[src/rtl/jtkunio_romslot.sv]
// jtkunio_romslot
// ---------------
// Responder side of the tile-layer ROM fetch handshake. A layer presents a
// 16-bit-word address on rom_addr; when that address is not already held,
// this block fetches two consecutive 16-bit SDRAM words and presents them as
// one 32-bit word together with rom_ok.
//
// Build option:
//   JTKUNIO_ROMSLOT_CACHE2_EN  - two tag/data entries with a 1-bit LRU
//                                replacement pointer. Undefined: single entry.
//
// Ports:
//   rst        in   synchronous reset, active high
//   clk        in   system clock
//   rom_cs     in   layer wants data; no new fetch starts while low
//   rom_addr   in   requested address (16-bit word units)
//   rom_data   out  {word at addr+1, word at addr}
//   rom_ok     out  rom_data is valid for the current rom_addr
//   sdram_addr out  word address to the SDRAM controller
//   sdram_req  out  request, held until sdram_ack
//   sdram_ack  in   one-cycle pulse, request accepted
//   data_rdy   in   one-cycle pulse per returned 16-bit word
//   data_read  in   SDRAM read data, valid with data_rdy
module jtkunio_romslot #(
    parameter int              AW     = 14,
    parameter int              SDW    = 22,
    parameter logic [SDW-1:0]  OFFSET = '0
) (
    input  logic           rst,
    input  logic           clk,
    input  logic           rom_cs,
    input  logic [AW-1:0]  rom_addr,
    output logic [31:0]    rom_data,
    output logic           rom_ok,
    output logic [SDW-1:0] sdram_addr,
    output logic           sdram_req,
    input  logic           sdram_ack,
    input  logic           data_rdy,
    input  logic [15:0]    data_read
);

    typedef enum logic [1:0] {IDLE, WAIT_ACK, BEAT0, BEAT1} state_t;

    state_t          state_reg;
    logic [AW-1:0]   req_addr_reg;
    logic [15:0]     low_reg;
    logic            hit;
    logic            fill;

    // The completing beat: the entry is being rewritten this cycle, so the
    // stored tag/data must not be reported as valid at the same time.
    assign fill   = (state_reg == BEAT1) && data_rdy;
    assign rom_ok = rom_cs && hit && !fill;

`ifdef JTKUNIO_ROMSLOT_CACHE2_EN
    logic [AW-1:0] tag_reg  [2];
    logic [31:0]   data_reg [2];
    logic [1:0]    valid_reg;
    logic [1:0]    match;
    logic          lru_reg;     // entry to replace on the next fill

    for (genvar gi = 0; gi < 2; gi++) begin : g_match
        assign match[gi] = valid_reg[gi] && (tag_reg[gi] == rom_addr);
    end

    assign hit      = |match;
    assign rom_data = match[1] ? data_reg[1] : data_reg[0];

    always_ff @(posedge clk) begin
        if (rst) begin
            for (int i = 0; i < 2; i++) begin
                tag_reg[i]  <= '0;
                data_reg[i] <= '0;
            end
            valid_reg <= '0;
            lru_reg   <= 1'b0;
        end else if (fill) begin
            tag_reg[lru_reg]   <= req_addr_reg;
            data_reg[lru_reg]  <= {data_read, low_reg};
            valid_reg[lru_reg] <= 1'b1;
            lru_reg            <= ~lru_reg;   // just-filled entry is most recent
        end else if (rom_ok) begin
            // The entry not hit becomes the replacement candidate.
            lru_reg <= match[0];
        end
    end
`else
    logic [AW-1:0] tag_reg;
    logic [31:0]   data_reg;
    logic          valid_reg;

    assign hit      = valid_reg && (tag_reg == rom_addr);
    assign rom_data = data_reg;

    always_ff @(posedge clk) begin
        if (rst) begin
            tag_reg   <= '0;
            data_reg  <= '0;
            valid_reg <= 1'b0;
        end else if (fill) begin
            tag_reg   <= req_addr_reg;
            data_reg  <= {data_read, low_reg};
            valid_reg <= 1'b1;
        end
    end
`endif

    // Fetch sequencer. A started fetch always runs to completion for the
    // address latched at request time; a changed rom_addr is only looked at
    // again once back in IDLE.
    always_ff @(posedge clk) begin
        if (rst) begin
            state_reg    <= IDLE;
            sdram_req    <= 1'b0;
            sdram_addr   <= '0;
            req_addr_reg <= '0;
            low_reg      <= '0;
        end else begin
            case (state_reg)
                IDLE: begin
                    if (rom_cs && !hit) begin
                        req_addr_reg <= rom_addr;
                        sdram_addr   <= OFFSET + SDW'(rom_addr);
                        sdram_req    <= 1'b1;
                        state_reg    <= WAIT_ACK;
                    end
                end
                WAIT_ACK: begin
                    if (sdram_ack) begin
                        sdram_req <= 1'b0;
                        // First word may arrive in the same cycle as the ack.
                        if (data_rdy) begin
                            low_reg   <= data_read;
                            state_reg <= BEAT1;
                        end else begin
                            state_reg <= BEAT0;
                        end
                    end
                end
                BEAT0: begin
                    if (data_rdy) begin
                        low_reg   <= data_read;
                        state_reg <= BEAT1;
                    end
                end
                BEAT1: begin
                    if (data_rdy) begin
                        state_reg <= IDLE;
                    end
                end
                default: state_reg <= IDLE;
            endcase
        end
    end

endmodule

[config.mk]
export PLATFORM = sky130hd
export DESIGN_NAME = jtkunio_romslot
export DESIGN_NICKNAME = d
export VERILOG_FILES = /design/src/rtl/jtkunio_romslot.sv
export SDC_FILE = /design/constraint.sdc
export NUM_CORES = 1
export LEC_CHECK = 0
export ABC_AREA = 1
export CAP_MARGIN = 15
export CELL_PAD_IN_SITES_DETAIL_PLACEMENT = 1
export CELL_PAD_IN_SITES_GLOBAL_PLACEMENT = 1
export CORE_UTILIZATION = 30
export DETAILED_ROUTE_END_ITERATION = 8
export MAX_ROUTING_LAYER = met4
export PLACE_DENSITY = 0.71
export SYNTH_ARGS = -nofsm -noshare
export SYNTH_HDL_FRONTEND = slang
export SYNTH_SLANG_ARGS = --single-unit
[constraint.sdc]
create_clock -name clk -period 1.4 [get_ports clk]
set_clock_uncertainty 0.15 [all_clocks]
set_input_delay 0.28 -clock clk [delete_from_list [all_inputs] [get_ports clk]]
set_output_delay 0.28 -clock clk [all_outputs]
set_load 0.02 [all_outputs]
# Word-level counts from Yosys, hierarchy flattened
# Index checks and enable logic that the tools add are counted.
[word_totals]
regBits = 80
out_inout_bits = 56
wordCells = 41
inputBits = 35
[op_classes]
reduce_logical = 14
eq_ne = 8
muxes = 12
[op_table]
columns = ["op", "count"]
rows = [
  ["16-bit two-way mux", 2],
  ["16-bit case mux with 2 select lines", 1],
  ["14-bit equality test", 1],
  ["2-bit two-way mux", 4],
  ["2-bit != test (second input constant)", 4],
  ["2-bit case mux with 4 select lines", 1],
  ["1-bit logical AND", 5],
  ["2-bit equality test (second input constant)", 2],
  ["2-bit AND reduction", 2],
  ["4-bit AND reduction", 1],
  ["2-bit nonzero test", 2],
  ["1-bit two-way mux", 3],
  ["3-bit AND reduction", 1],
  ["2-bit by 1-bit equality test with 1-bit output (second input constant)", 1],
  ["1-bit logical NOT", 2],
  ["2-bit logical NOT", 1],
  ["1-bit case mux with 2 select lines", 1],
]

# Depth between registers and ports, before layout
[depth]
ltp_word = 6
ltp_mapped = 13
ltp_nobuf = 13

# Least setup slack after synthesis
# OpenSTA, ideal clock, no wires.
[synth_timing]
path_type = "reg-to-output"
startpoint = "reg state_reg[0]"
endpoint = "out rom_ok"
path_buffers = 1
setup_slack_ns = -0.313
t_required_ns = 0.970
arrival_ns = 1.283
stages_incl_launch_ff = 6
path_cell_list = "dfxtp_1 -> ha_1 -> nand2_1 -> clkbuf_1 -> nand2_1 -> nor2_1"
[synth_via]
elab_chain_cells = 4
[synth_lines]
columns = ["item", "line_no", "text"]
rows = [
  ["start, declared", "44", "state_t state_reg;"],
  ["start signal, assigned", "113", "state_reg <= IDLE;"],
  ["start signal, assigned", "125", "state_reg <= WAIT_ACK;"],
  ["start signal, assigned", "134", "state_reg <= BEAT1;"],
  ["2-bit equality test", "52", "assign fill = (state_reg == BEAT1) && data_rdy;"],
  ["1-bit logical AND", "52", ""],
  ["1-bit logical NOT", "53", "assign rom_ok = rom_cs && hit && !fill;"],
  ["1-bit logical AND", "53", ""],
  ["end, declared", "34", "output logic rom_ok,"],
]
# No other way between the ends.

# Final worst setup path
[layout_timing]
startpoint = "reg tag_reg[12]"
endpoint = "out rom_ok"
[layout_via]
elab_chain_cells = 4
[layout_lines]
columns = ["item", "line_no", "text"]
rows = [
  ["start, declared", "88", "logic [AW-1:0] tag_reg;"],
  ["start signal, assigned", "101", "tag_reg <= req_addr_reg;"],
  ["14-bit equality test", "92", "assign hit = valid_reg && (tag_reg == rom_addr);"],
  ["1-bit logical AND", "92", ""],
  ["1-bit logical AND (2 in series)", "53", ""],
]
# No other way between the ends.

==> results.json <==
{
  "status": "complete, but fails checks",
  "violations": "negative setup slack",
  "numCtsBuffers": 9,
  "slowest_delay_ns": 0.33,
  "grt_usage_pct": 20.8,
  "final_max_slew_viol_count": 0,
  "ys_warn_count": 0,
  "path_max_fanout": 2,
  "ant_nets": 0,
  "post-route-drc-count": 0,
  "totalWireLength_mm": 11.4,
  "postLayoutCoreUtil_pct": 52.0,
  "max_clock_freq_mhz": 525,
  "drt_iter0_markers": 65,
  "switching_power_w": 0.00309,
  "die_h_um": 105,
  "p_int_w": 0.00506,
  "cp-start-kind": "register",
  "clkLatencyLatePin_ns": 0.35,
  "clockBufferDepth": 2,
  "area_growth_pct": 68.3,
  "gp_congestion": 0.760,
  "pwr-share-seq_pct": 37.3,
  "synth-main-ff-cell": "dfxtp_1",
  "grt_pass1_wl_mm": 17.5,
  "num_io_pins": 91,
  "yosysTopAreaCellShare_pct": 50.5,
  "largest_reg_flops": 32,
  "worstPathCellList": "xnor2_1, nand3_1, nor2_2, nand2_2, nor2_4, buf_6",
  "clock_sinks": 80,
  "synth_area_um2": 3170,
  "yosysSeqAreaShare_pct": 50.5,
  "yosysMostFrequentCell": "dfxtp_1",
  "p_per_area_nw_per_um2": 1530,
  "setup_violations": 42,
  "hold_viol": 0,
  "endpoint_kind": "primary output",
  "wire_per_inst_um": 16.6,
  "rsz0062_at_grt": "true",
  "hold_path_class": "input pin to register",
  "setup_ws_ns": -0.506,
  "critPathSlowestCell": "dfxtp_1",
  "required_ns": 0.97,
  "hold_slack_ns": 0.133,
  "multiInputGateArea_um2": 1710,
  "cp.arrival_ns": 1.48,
  "drt_pass1_iterations": 4,
  "p_clk_share_pct": 21.6,
  "portBuffers": 82,
  "drv_cap": 0,
  "antenna_found_initial": 0,
  "synthTopCellsByCount": "80 x dfxtp_1, 65 x o21ai_0, 60 x a21oi_1, 50 x nand2_1",
  "clkTransAtPathRegs_ns": 0.08,
  "synth_area_leader_cell": "dfxtp_1",
  "synth-edff-count": 0,
  "cts_max_level": 3,
  "grt_overflow": 0,
  "period_minus_slack_ns": 1.91,
  "initial_core_util_pct": 30.9,
  "post-route-period-util_pct": 136,
  "synth.avg_cell_area_um2": 7.61,
  "die-area_um2": 11000,
  "dieWidth_um": 105,
  "final_layout_size_suffix_gt1_share_pct": 47.8,
  "ys_ff_latch": 80,
  "vias": 3277,
  "synth_cell_type_count": 25,
  "hpwl_mm": 6.30,
  "vdd_drop_max_mv": 0.618,
  "fill_cells": 1204,
  "avgViaCountPerCell": 4.75,
  "fin_nets": 588,
  "place_ws_ns": -1.12,
  "core_area_um2": 10300,
  "combPwrFrac_pct": 41.1,
  "cts_tree": "done",
  "synth_async_sr_flop_share_pct": 0,
  "seq_area_um2": 1620,
  "core.rowCount": 37,
  "power_leakage_nw": 2.33,
  "clk_root_buffer_cell": "clkbuf_8",
  "critPathKind": "register to primary output",
  "diodes": 0,
  "grt_pass1_vias": 3443,
  "ys_top_cells_by_area": "dfxtp_1 50%, o21ai_0 10%, a21oi_1 9.5%, nand2_1 5.9%, inv_1 5.8%",
  "grt_max_degree": 32,
  "synth_cells": 417,
  "power_switching_share_pct": 37.9
}
power by group through the flow:
stage | sequential (W) | combinational (W) | clock [W]
after CTS | 0.00299 | 0.00297 | 0.00177
after global routing | 0.00309 | 0.00358 | 0.00191
final | 0.00304 | 0.00335 | 0.00176
after floorplan | 0.00325 | 0.00113 | 0
after detailed placement | 0.00301 | 0.00239 | 0
after global placement | 0.00298 | 0.00231 | 0
what timing repair did:
item                                    CTS  global route
pin swaps                                19            22
gates cloned                              9             4
resized for setup                       269           143
hold buffers                              0             0
endpoints found under the setup margin  128            84
setup buffers                            10             2
layout make-up:
type / instances / area share (%)
timing repair buffer: 142 / 25.8
sequential: 80 / 30.4
inverter: 54 / 4.57
timing repair inverter: 2 / 0.375
tap: 136 / 3.19
multi-input combinational: 260 / 32.0
clock buffer: 10 / 2.39
clock inverter: 6 / 1.26
final timing paths:
kind                       startpoint                     endpoint  slack (ns)  cells past startpoint
max          tag_reg[12]$_SDFFE_PP0P_                       rom_ok       -0.51                      6
max reg2reg  tag_reg[12]$_SDFFE_PP0P_   sdram_addr[6]$_SDFFE_PP0P_       -0.41                     10
min                      rom_addr[12]  sdram_addr[12]$_SDFFE_PP0P_        0.13                      3
min reg2reg  low_reg[12]$_SDFFE_PP0P_     low_reg[12]$_SDFFE_PP0P_        0.31                      2
cell families (layout without fill, tap and decap cells):
| family | after synthesis | in the layout | share of synthesized area (%) |
|---|---|---|---|
| xor gates and xnor gates | 1 | 1 | 0.276 |
| other | 1 | 8 | 0.118 |
| DFF | 80 | 80 | 50.5 |
| and+or+nand+nor | 106 | 106 | 13.4 |
| adders and majority gates | 4 | 4 | 1.58 |
| AOI/OAI and AO/OA | 141 | 141 | 22.6 |
| buffers and inverters | 84 | 214 | 11.6 |
placed cells by master, fill, tap and decap left out, types with 3 or more instances in the layout:
cell / instances
o21ai_4: 6
clkbuf_8: 9
inv_6: 4
a21oi_1: 38
buf_4: 31
nor2_1: 28
ha_4: 3
dlymetal6s2s_1: 4
o21ai_0: 16
o21ai_1: 15
inv_2: 11
o21ai_2: 41
clkbuf_16: 4
nand2_4: 3
conb_1: 8
nand2_2: 7
nor2_2: 17
a21oi_2: 22
nand2_1: 41
dfxtp_2: 17
inv_1: 39
buf_16: 6
buf_12: 9
buf_6: 10
dlygate4sd2_1: 10
nor2_4: 5
buf_2: 47
dfxtp_1: 63
clkdlybuf4s50_1: 20
per-layer routing:
layer  vias up  share of wire (%)  track usage (%)
met1      1623                 43             24.8
met5         -                  0                -
met3         6                2.9             2.37
met4         0               0.75             6.74
li1       1595                  -                -
met2        53                 53             36.4
worst max-delay path, delay by kind of cell (launching register included):
family                    cells  cell delay, ns
xor gates and xnor gates      1            0.18
buffers and inverters         1            0.12
DFF                           1            0.33
and+or+nand+nor               4            0.50
metrics by stage:
step / setup TNS, ns / power (W) / instances / cell area, um^2
after floorplan: -0.562 / 0.00438 / 424 / 3270
after global placement: -39.33 / 0.00529 / 650 / 4420
after detailed placement: -42.82 / 0.00540 / 650 / 4420
after CTS: -10.92 / 0.00772 / 685 / 4990
after global routing: -13.83 / 0.00858 / 690 / 5340
final: -10.29 / 0.00815 / 690 / 5340
Note: power is estimated with default switching activity, not from simulation.
